<file path="src/rtl/gb_oam_dma.sv">
// OAM DMA: copies LENGTH bytes from page XX00 into OAM, one byte per ce tick after one setup tick.
// A write to 0xFF46 starts or restarts a transfer from any state; the bus is taken only during COPY.
module gb_oam_dma #(
   parameter int LENGTH = 160
) (
   input  logic        clk,
   input  logic        reset,
   input  logic        ce,
   input  logic [15:0] cpu_adr,
   input  logic [7:0]  cpu_din,
   input  logic        cpu_write,
   output logic [7:0]  reg_dout,
   output logic        reg_sel,
   output logic        dma_active,
   output logic        bus_own,
   output logic [15:0] bus_adr,
   input  logic [7:0]  bus_din,
   output logic        oam_we,
   output logic [7:0]  oam_adr,
   output logic [7:0]  oam_dout,
   output logic        cpu_block
);

   localparam logic [1:0] S_IDLE  = 2'd0;
   localparam logic [1:0] S_SETUP = 2'd1;
   localparam logic [1:0] S_COPY  = 2'd2;

   localparam logic [7:0] LAST_IDX = 8'(LENGTH - 1);

   logic [1:0] state_q, state_d;
   logic [7:0] page_q, page_d;
   logic [7:0] idx_q, idx_d;
   logic       start;
   logic [7:0] src_page;

   assign reg_sel = (cpu_adr == 16'hFF46);
   assign start   = ce & cpu_write & reg_sel;

   always_comb begin
      state_d = state_q;
      page_d  = page_q;
      idx_d   = idx_q;
      if (ce) begin
         case (state_q)
            S_SETUP: state_d = S_COPY;
            S_COPY: begin
               idx_d = idx_q + 8'd1;
               if (idx_q == LAST_IDX) begin
                  state_d = S_IDLE;
                  idx_d   = 8'd0;
               end
            end
            default: state_d = state_q;
         endcase
         // A start overrides whatever the current state would do, including the final COPY tick.
         if (start) begin
            page_d  = cpu_din;
            idx_d   = 8'd0;
            state_d = S_SETUP;
         end
      end
   end

   always_ff @(posedge clk) begin
      if (!reset) begin
         state_q <= S_IDLE;
         page_q  <= 8'hFF;
         idx_q   <= 8'd0;
      end else begin
         state_q <= state_d;
         page_q  <= page_d;
         idx_q   <= idx_d;
      end
   end

   // Pages E0..FF map onto the work-RAM echo so the source never aliases OAM or I/O.
   assign src_page   = (page_q >= 8'hE0) ? (page_q - 8'h20) : page_q;

   assign dma_active = (state_q != S_IDLE);
   assign bus_own    = (state_q == S_COPY);
   assign bus_adr    = {src_page, idx_q};
   assign oam_we     = bus_own & ce;
   assign oam_adr    = idx_q;
   assign oam_dout   = bus_din;
   assign cpu_block  = bus_own & (cpu_adr < 16'hFF00);
   assign reg_dout   = page_q;

endmodule

</file>
<file path="config.mk">
export PLATFORM = sky130hd
export DESIGN_NAME = gb_oam_dma
export DESIGN_NICKNAME = d
export VERILOG_FILES = /design/src/rtl/gb_oam_dma.sv
export SDC_FILE = /design/constraint.sdc
export NUM_CORES = 1
export LEC_CHECK = 0
export BUFFER_PORTS_ARGS = -buffer_cell sky130_fd_sc_hd__buf_2
export CORE_ASPECT_RATIO = 0.75
export CORE_UTILIZATION = 39
export CTS_CLUSTER_DIAMETER = 60
export DETAILED_ROUTE_END_ITERATION = 10
export PLACE_DENSITY = 0.79
export SLEW_MARGIN = 0
export SYNTH_ARGS = -nofsm -noshare
export SYNTH_HDL_FRONTEND = slang
export SYNTH_SLANG_ARGS = --single-unit
</file>
<file path="constraint.sdc">
create_clock -name clk -period 2 [get_ports clk]
set_clock_uncertainty 0.1 [all_clocks]
set_input_delay 0.3 -clock clk [delete_from_list [all_inputs] [get_ports clk]]
set_output_delay 0.3 -clock clk [all_outputs]
set_load 0.01 [all_outputs]
</file>
Word level (Yosys, flattened, before mapping)
Cells that the tools add are included.
{ "totals": {"inputBits": 36, "elab_cells": 29, "output_inout_bits": 45, "register_bits": 18} }
{ "op_classes": {"eq_ne": 5, "bitwise": 4, "magnitude_cmp": 2, "n_mux": 7, "reduce_logical": 6, "n_addsub": 2} }
{ "ops": {"columns": ["operator", "count"], "rows": [
  ["8-bit 2-to-1 mux", 4],
  ["16-bit == test, second input constant", 1],
  ["16-bit < comparator, second input constant", 1],
  ["8-bit by 1-bit adder with 8-bit output, second input constant", 1],
  ["8-bit == test, second input constant", 1],
  ["8-bit >= comparator, second input constant", 1],
  ["8-bit by 6-bit subtractor with 8-bit output, second input constant", 1],
  ["1-bit AND", 4],
  ["2-bit 2-to-1 mux", 2],
  ["2-bit one-hot mux with 2 select lines", 1],
  ["2-bit AND reduction", 2],
  ["2-bit nonzero test", 2],
  ["3-bit by 1-bit inequality test with 1-bit output, second input constant", 1],
  ["3-bit AND reduction", 1],
  ["3-bit nonzero test", 1],
  ["2-bit by 1-bit == test with 1-bit output, second input constant", 1],
  ["2-bit == test, second input constant", 1]
]} }

Longest topological paths before layout
Gate-level depths: netlist (run 1).
{ "logic_depth": {"word_depth": 4, "ltp_mapped": 6} }

Worst setup path before layout (run 1)
Ideal clock, no wire load.
{ "synth_timing": {"path_kind": "input to output", "from": "input cpu_adr[5]", "to": "output reg_sel", "path_slack_ns": 0.129, "stages": 4, "t_arrival_ns": 1.471, "required_time_ns": 1.600, "n_path_buf": 1, "cell_sequence": "or4b_1 or4_4 buf_6 inv_4"} }
{ "synth_between": {"elab_chain_cells": 1} }
{ "synth_rtl": {"columns": ["element", "line_no", "text"], "rows": [
  ["from (decl)", "9", "input logic [15:0] cpu_adr,"],
  ["16-bit == test", "36", "assign reg_sel = (cpu_adr == 16'hFF46);"],
  ["to (decl)", "13", "output logic reg_sel,"]
]} }
No other way between the ends.

Final worst setup path (run 1)
Same ends and word-level chain as after synthesis.

==> run metrics, run 1 <==
outcome completed; max_slew headroom between 80% and 90%; met2 Usage GRT a little under a third; via count approximately 1100; core region area between 2000 and 2500 sq um; Crit Path Category input port to primary output; IO Count 81; Tightest Hold Check Type input port to flop; setup ws final slightly below 0.09 ns; Max Cap Viol 0; Final Power between 600 and 700 uW; worst hold slack between 0.1 and 0.15 ns; FF-to-FF path depth 5; share of layout cells above drive strength 1 43.8%; Period minus WS final 1.91 ns; register bit count reported by yosys 18; M3 GR Usage roughly 6.7%; Mapped Cells ~130; worst-path fanout max 2; nets approximately 220; clk buf depth 2; H-tree levels 1; gr ovfl total 0; Hold Crit Depth 3; area of the mapped netlist 1030 sq um; syn_area_per_cell 8.01 sq um; first-pass GRT wire length ~3800 um; max-slew violation count 0; pre-CTS WS -0.0231 ns; I/O Buffers 64; fin cells roughly 210; worst-skew pair later-pin latency around 0.29 ns; Yosys warning count 0; Distinct cells, synth 32; r2r setup slk 0.30 ns; vias per inst around 5.0; Die W just over 60 um; Hold Violations, Final 0; CTS Root Cell clkbuf_4; Routed WL around 2400 um; CTS clk-pin slew, worst paths 0.10 ns; Synth Net Count ~170; DRT Pass-1 Iters 4; post-layout util 54.1%; initial antenna violation count 0; antenna cells 0; clk sinks 18; Antenna Nets Post-Route 0; RR Endpoint oam_adr[5]; Hold EP reg_dout[0]; Fin Setup TNS 0 ns; pin count of the biggest net entering global routing 11; Worst IR Drop VDD approximately 230 uV; Final HPWL DP about 1900 um; placed cells between 200 and 250; 1st-iter DRT viols 83; Hold-fix buffers, CTS 0; f_max 523 MHz; area post-placement 1250 sq um; Pleak between 0.6 and 0.7 nW; launch point of the worst path cpu_adr[5]; Worst setup EP type primary output; CTS tree built; RSZ-0062 raised after global routing no; Worst EP required roughly 1.6 ns; die height ~47 um; Worst R2R Start oam_adr[0]; P per Cell Area about 480 nW/um^2; Initial Util 43.0%; row count 15; Finished Cell Area 1300 sq um; grt peak-use layer met2; DRC 0; Worst Tran Pin Value 0.274 ns; hold path startpoint cpu_din[0]; CP arrival ~1.5 ns; Tcrit/Tclk final 95.6%; register area share after synthesis 34.9%; RD Place Congestion between 0.8 and 0.9; vias in the first global route about 880; total CTS buffers 3; Syn-to-layout area delta 25.7%; startpoint types input port; Global Route met1 Usage between 20% and 30%; Tot GR Track Use about 18%; wire per inst approximately 11 um; # setup viols final 0; die area 2860 sq um
==> cell type report <==
cell class              count  area [sq um]
inverters                   7          28.8
multi-input cells          80           467
repair buffers             69           364
fillers                   252          1100
well taps                  34          42.5
clock buffers               4          36.3
flip-flops and latches     18           360
==> cells in the mapped netlist (all sizes together) <==
cell | n | area [sq um]
nand4 | 5 | 31.3
o21a | 1 | 7.51
and2 | 2 | 12.5
xor2 | 3 | 26.3
a311oi | 1 | 8.76
nand3 | 18 | 90.1
inv | 7 | 28.8
or4b | 1 | 10.0
a31oi | 3 | 18.8
a21oi | 6 | 30.0
or2 | 1 | 6.26
nand2 | 11 | 41.3
nor2 | 4 | 15.0
clkbuf | 1 | 3.75
ha | 2 | 25.0
nor3 | 1 | 5.00
or4 | 1 | 11.3
nor4bb | 1 | 10.0
nand4bb | 1 | 11.3
buf | 23 | 174
nor2b | 1 | 6.26
dfxtp | 18 | 360
and3 | 1 | 6.26
or3b | 1 | 8.76
nand3b | 1 | 7.51
o31a | 1 | 8.76
o21ai | 13 | 68.8
==> worst max-delay path by stage <==
stage / cells after the start / end
2_1_floorplan: 4 / reg_sel
3_3_place_gp: 6 / oam_adr[7]
3_5_place_dp: 6 / oam_adr[7]
4_1_cts: 5 / reg_sel
5_1_grt: 5 / reg_sel
6_report: 5 / reg_sel
==> worst max-delay path, stage by stage <==
cell and delay (ns):
buf_2 0.09, or4b_1 0.50, or4_4 0.45, inv_4 0.07, buf_6 0.09
==> layout by cell type, fill, tap and decap left out, drive strengths merged <==
| cell type | instances |
|---|---|
| a21oi | 6 |
| a311oi | 1 |
| a31oi | 3 |
| and2 | 2 |
| and3 | 1 |
| buf | 69 |
| clkbuf | 4 |
| dfxtp | 18 |
| ha | 2 |
| inv | 7 |
| nand2 | 11 |
| nand3 | 18 |
| nand3b | 1 |
| nand4 | 5 |
| nand4bb | 1 |
| nor2 | 4 |
| nor2b | 1 |
| nor3 | 1 |
| nor4bb | 1 |
| o21a | 1 |
| o21ai | 13 |
| o31a | 1 |
| or2 | 1 |
| or3b | 1 |
| or4 | 1 |
| or4b | 1 |
| xor2 | 3 |
==> what timing repair did <==
item	in CTS	in global routing
gates resized for setup	1	0
pin swaps	1	1
setup buffers	1	0
endpoints found under the setup margin	1	1
==> layer usage <==
layer  wire [um]  vias to the layer above
met2        1160                       50
li1            -                      534
met5           0                        -
met1        1070                      484
met4           8                        0
met3         173                        2
==> cell families (layout without fill, tap and decap cells) <==
kind of cell | count (synthesis) | after routing | share of synthesized area [%]
AND/OR/NAND/NOR | 50 | 50 | 26.4
adder cells (fa/ha/maj) | 2 | 2 | 2.42
AO/OA/AOI/OAI | 25 | 25 | 13.8
XOR/XNOR | 3 | 3 | 2.54
buffers and inverters | 31 | 80 | 20.0
flip-flops | 18 | 18 | 34.9
==> flip-flops by register name, indices dropped and copies added, names as in the netlist <==
| signal | cells |
|---|---|
| oam_adr | 8 |
| state_q | 2 |
| reg_dout | 8 |
==> where the power goes <==
part | switching (mW) | internal, mW
sequential | 0.00000134 | 0.358
clock | 0.111 | 0.111
combinational | 0.0193 | 0.0230
total | 0.130 | 0.492
(Power assumes the default switching activity.)
==> run 2: changes to the inputs <==
--- a/config.mk
+++ b/config.mk
@@ -6,11 +6,14 @@
 export NUM_CORES = 1
 export LEC_CHECK = 0
 export BUFFER_PORTS_ARGS = -buffer_cell sky130_fd_sc_hd__buf_2
+export CELL_PAD_IN_SITES_DETAIL_PLACEMENT = 1
+export CELL_PAD_IN_SITES_GLOBAL_PLACEMENT = 2
 export CORE_ASPECT_RATIO = 0.75
-export CORE_UTILIZATION = 39
+export CORE_UTILIZATION = 19
 export CTS_CLUSTER_DIAMETER = 60
 export DETAILED_ROUTE_END_ITERATION = 10
-export PLACE_DENSITY = 0.79
+export PLACE_DENSITY_LB_ADDON = 0.1
+export REMOVE_ABC_BUFFERS = 1
 export SLEW_MARGIN = 0
 export SYNTH_ARGS = -nofsm -noshare
 export SYNTH_HDL_FRONTEND = slang
==> constraint.sdc (replaced) <==
create_clock -name clk -period 2 [get_ports clk]
set_clock_uncertainty 0.1 [all_clocks]
set_input_delay 0.3 -clock clk [delete_from_list [all_inputs] [get_ports clk]]
set_output_delay 0.3 -clock clk [all_outputs]
set_load 0.05 [all_outputs]
==> run metrics, run 2 (synthesis gave the netlist of run 1 again) <==
CTS tree built; RSZ-0062 raised after global routing yes; worst-skew pair later-pin latency around 0.25 ns; DRT Pass-1 Iters 4; RD Place Congestion 0.716; pin count of the biggest net entering global routing 11; crit path max-delay cell type or4b_4; Hold Violations, Final 0; commonest non-fill, non-tap cell in the layout buf_2; Routed WL slightly above 3000 um; cells along the critical path buf_6, or4b_4, or4_4, inv_4, buf_8; antenna cells 0; CP arrival 1.62 ns; CTS resizes 4; Worst Tran Pin Value around 0.31 ns; # fillers approximately 660; Final Power 711 uW; Worst R2R Start oam_adr[0]; Tightest Hold Check Type input port to flop; via count around 1100; # setup viols final 1; Tcrit/Tclk final 101%; Antenna Nets Post-Route 0; family with the most delay on the worst path simple AND/OR/NAND/NOR gates; commonest cells after routing, fill and taps aside 62 x buf_2, 18 x nand3_1, 18 x dfxtp_1; nets approximately 220; post-CTS setup buffer count 0; vias per inst 4.31; pre-CTS WS -0.123 ns; total CTS buffers 3; vias in the first global route about 1100; share of layout cells above drive strength 1 44.1%; Worst setup EP type primary output; P per Cell Area about 510 nW/um^2; Crit Path Category input port to primary output; I/O Buffers 64; Tot GR Track Use between 10% and 20%; gr ovfl total 0; Final HPWL DP approximately 2500 um; failing checks negative setup slack; Die W ~87 um; die height approximately 66 um; Initial Util between 20% and 30%; worst path buffer plus inverter count 3; RR Endpoint oam_adr[5]; Period minus WS final roughly 2 ns; Worst IR Drop VDD 165 uV; clk sinks 18; r2r setup slk approximately 0.27 ns; Worst EP required about 1.6 ns; outcome finished, violations left; f_max approximately 500 MHz; Pleak ~0.64 nW; wire per inst around 12 um; Hold Crit Depth 3; row count 22; hold path startpoint cpu_din[4]; FF-to-FF path depth 5; worst-path fanout max 6; Syn-to-layout area delta 33.9%; max-slew violation count 0; startpoint types input port; die area between 5000 and 6000 sq um; IO Count 81; initial antenna violation count 0; core region area 5060 sq um; setup ws final -0.0189 ns; CTS clk-pin slew, worst paths 0.07 ns; clk buf depth 2; CTS Root Cell clkbuf_8; H-tree levels 1; first-pass GRT wire length around 5000 um; Largest stage delay, worst path approximately 0.52 ns; Hold EP reg_dout[4]; max_slew headroom 79.2%; DRC 0; Max Cap Viol 0; 1st-iter DRT viols 29; Hold-fix buffers, CTS 0
[run 2: cell count changes in the layout (fill, tap and decap cells not counted)]
cell and change:
buf_12 +1, buf_2 -1, buf_4 -2, buf_8 +1
clkbuf_4 -3, clkbuf_8 +3, or4b_1 -1, or4b_4 +1
[run 2: layout make-up]
type | instances | area, sq um | area share [%]
multi-input combinational | 80 | 470 | 34.0
timing repair buffer | 68 | 379 | 27.4
sequential | 18 | 360 | 26.0
tap | 72 | 90.1 | 6.51
clock buffer | 4 | 55.1 | 3.98
inverter | 7 | 28.8 | 2.08
[run 2: worst max-delay path by stage]
stage / start / end / slack (ns) / depth (start not counted)
floorplan: reg_dout[5] / bus_adr[14] / -0.31 / 3
global placement: cpu_adr[5] / reg_sel / -0.11 / 5
detailed placement: cpu_adr[5] / reg_sel / -0.12 / 5
CTS: cpu_adr[5] / reg_sel / -0.01 / 5
global route: cpu_adr[5] / reg_sel / -0.06 / 5
finish: cpu_adr[5] / reg_sel / -0.02 / 5
[run 2: per-layer routing]
layer	part of all wire (%)	GRT usage [%]	vias up
li1	-	-	525
met2	47	19.2	47
met4	1.0	4.30	0
met1	44	13.5	500
met3	7.0	3.50	2
met5	0	0	-
[run 2: power breakdown]
group	internal (mW)	switching, mW
registers	0.358	0.00000135
clock network	0.175	0.128
logic	0.0272	0.0222
[run 2: per-stage QoR]
stage	TNS, ns	instances	hold slack [ns]	utilization (%)	cell area, sq um
global route	-0.0552	249	0.187	27.3	1380
finish	-0.0189	249	0.178	27.3	1380
detailed placement	-0.758	245	0.395	25.8	1310
global placement	-0.499	245	0.390	25.8	1310
CTS	-0.0137	249	0.173	27.2	1380
floorplan	-1.15	105	0.272	-	856
[run 2: worst reg2reg max path: stages, from the launching register on]
cell and delay, ns:
dfxtp_1 0.39, ha_1 0.29, nor4bb_1 0.15, nand2_1 0.16
or3b_2 0.45, a21oi_1 0.13
==> run 3: changes to the inputs <==
--- a/config.mk
+++ b/config.mk
@@ -6,13 +6,11 @@
 export NUM_CORES = 1
 export LEC_CHECK = 0
 export BUFFER_PORTS_ARGS = -buffer_cell sky130_fd_sc_hd__buf_2
-export CELL_PAD_IN_SITES_DETAIL_PLACEMENT = 1
-export CELL_PAD_IN_SITES_GLOBAL_PLACEMENT = 2
 export CORE_ASPECT_RATIO = 0.75
-export CORE_UTILIZATION = 19
+export CORE_UTILIZATION = 39
 export CTS_CLUSTER_DIAMETER = 60
 export DETAILED_ROUTE_END_ITERATION = 10
-export PLACE_DENSITY_LB_ADDON = 0.1
+export PLACE_DENSITY = 0.79
 export REMOVE_ABC_BUFFERS = 1
 export SLEW_MARGIN = 0
 export SYNTH_ARGS = -nofsm -noshare
==> run metrics, run 3 (synthesis gave the netlist of run 1 again) <==
outcome completed; placed cells approximately 210; Final HPWL DP 1950 um; DRT Pass-1 Iters 4; Hold Violations, Final 0; Fin Setup TNS 0 ns; Worst EP required between 1.5 and 2 ns; P per Cell Area between 400 and 500 nW/um^2; max_slew headroom between 70 and 80%; DRC 0; CTS tree built; Crit Path Category input port to primary output; gr ovfl total 0; Largest stage delay, worst path approximately 0.5 ns; initial antenna violation count 0; CTS clk-pin slew, worst paths 0.10 ns; # setup viols final 0; Pleak around 0.63 nW; total CTS buffers 3; I/O Buffers between 60 and 70; Worst IR Drop VDD ~210 uV; Initial Util a little over two fifths; 1st-iter DRT viols 23; fin cells ~210; worst-path fanout max 4; max-slew violation count 0; Antenna Nets Post-Route 0; commonest non-fill, non-tap cell in the layout buf_2; post-CTS setup buffer count 0; Clock power frac a little over a third; P_sw around 130 uW; H-tree levels 1; share of layout cells above drive strength 1 approximately 44%; Worst setup EP type primary output; nets about 220; Tcrit/Tclk final ~99%; RD Place Congestion about 0.72; Tot GR Track Use a little under a fifth; antenna cells 0; worst path buffer plus inverter count 3; Finished Cell Area 1300 sq um; CP arrival about 1.6 ns; Internal between 400 and 500 uW; CTS Root Cell clkbuf_4; pin count of the biggest net entering global routing 11; clk buf depth 2; IO Count ~80; Tightest Hold Check Type input port to flop; first-pass GRT wire length between 3000 and 4000 um; Die W roughly 61 um; row count 15; commonest cells after routing, fill and taps aside 62 x buf_2, 18 x nand3_1, 18 x dfxtp_1; Syn-to-layout area delta 25.9%; area post-placement 1250 sq um; startpoint types input port; sequential share of power ~57%; # fillers 254; die area between 2000 and 3000 sq um; Routed WL around 2500 um; cells along the critical path buf_6, or4b_1, or4_4, inv_4, buf_8; clk sinks 18; Period minus WS final between 1.5 and 2 ns; RSZ-0062 raised after global routing yes; crit path max-delay cell type or4b_1; core region area 2400 sq um; Worst Tran Pin Value around 0.31 ns; vias in the first global route between 900 and 1000; wire per inst around 12 um; via count around 1100; family with the most delay on the worst path simple AND/OR/NAND/NOR gates; f_max 505 MHz; vias per inst a little over 5; die height 46.6 um; worst-skew pair later-pin latency a little under 0.3 ns; Gate power share approximately 7.0%; Max Cap Viol 0; switching part of the total power approximately a fifth
run 3: cell counts in the layout (fill, tap and decap cells not counted):
No cell type changed its count.
run 3: what timing repair did:
| item | CTS | global route |
|---|---|---|
| pin swaps | 0 | 0 |
| endpoints found under the setup margin | 1 | 1 |
| hold buffers | 0 | 0 |
| gates resized for setup | 2 | 2 |
run 3: worst min-delay path, cell delays in order:
cell	delay (ns)
buf_2	0.08
nand3_1	0.05
nand3_1	0.07
run 3: final timing paths:
| check | from | endpoint | slack [ns] | cells past startpoint |
|---|---|---|---|---|
| hold / removal | cpu_din[2] | reg_dout[2] | 0.13 | 3 |
| setup / recovery | cpu_adr[5] | reg_sel | 0.02 | 5 |
| setup reg to reg | oam_adr[0] | oam_adr[5] | 0.27 | 5 |
| hold reg to reg | reg_dout[4] | reg_dout[4] | 0.41 | 2 |
run 3: power groups by stage:
stage | combinational (mW) | sequential, mW | clock [mW]
CTS | 0.0431 | 0.358 | 0.227
global route | 0.0486 | 0.358 | 0.250
global placement | 0.0417 | 0.366 | 0
finish | 0.0440 | 0.358 | 0.222
detailed placement | 0.0430 | 0.366 | 0
floorplan | 0.00987 | 0.366 | 0
run 3: cell type report:
| cell class | instances | area [sq um] | share of cell area (%) |
|---|---|---|---|
| inverter | 7 | 28.8 | 2.21 |
| timing repair buffer | 68 | 367 | 28.2 |
| clock buffer | 4 | 36.3 | 2.79 |
| multi-input combinational | 80 | 467 | 35.9 |
| tap | 34 | 42.5 | 3.27 |
| sequential | 18 | 360 | 27.7 |
run 3: through the flow:
stage	setup slack [ns]	hold WS, ns	utilization [%]	power, mW
after floorplan	-0.305	0.272	-	0.376
after global placement	-0.0813	0.377	52.0	0.408
after detailed placement	-0.0960	0.397	52.0	0.409
after CTS	0.00330	0.131	53.8	0.628
after global routing	-0.0123	0.135	54.2	0.657
final	0.0203	0.133	54.2	0.625
run 3: layer usage:
| metal | global-route usage (%) | wire length [um] | vias up |
|---|---|---|---|
| met1 | 21.9 | 1020 | 487 |
| met4 | 7.56 | 27 | 0 |
| met5 | 0 | 0 | - |
| met2 | 30.2 | 1200 | 70 |
| li1 | - | - | 528 |
| met3 | 5.34 | 227 | 4 |
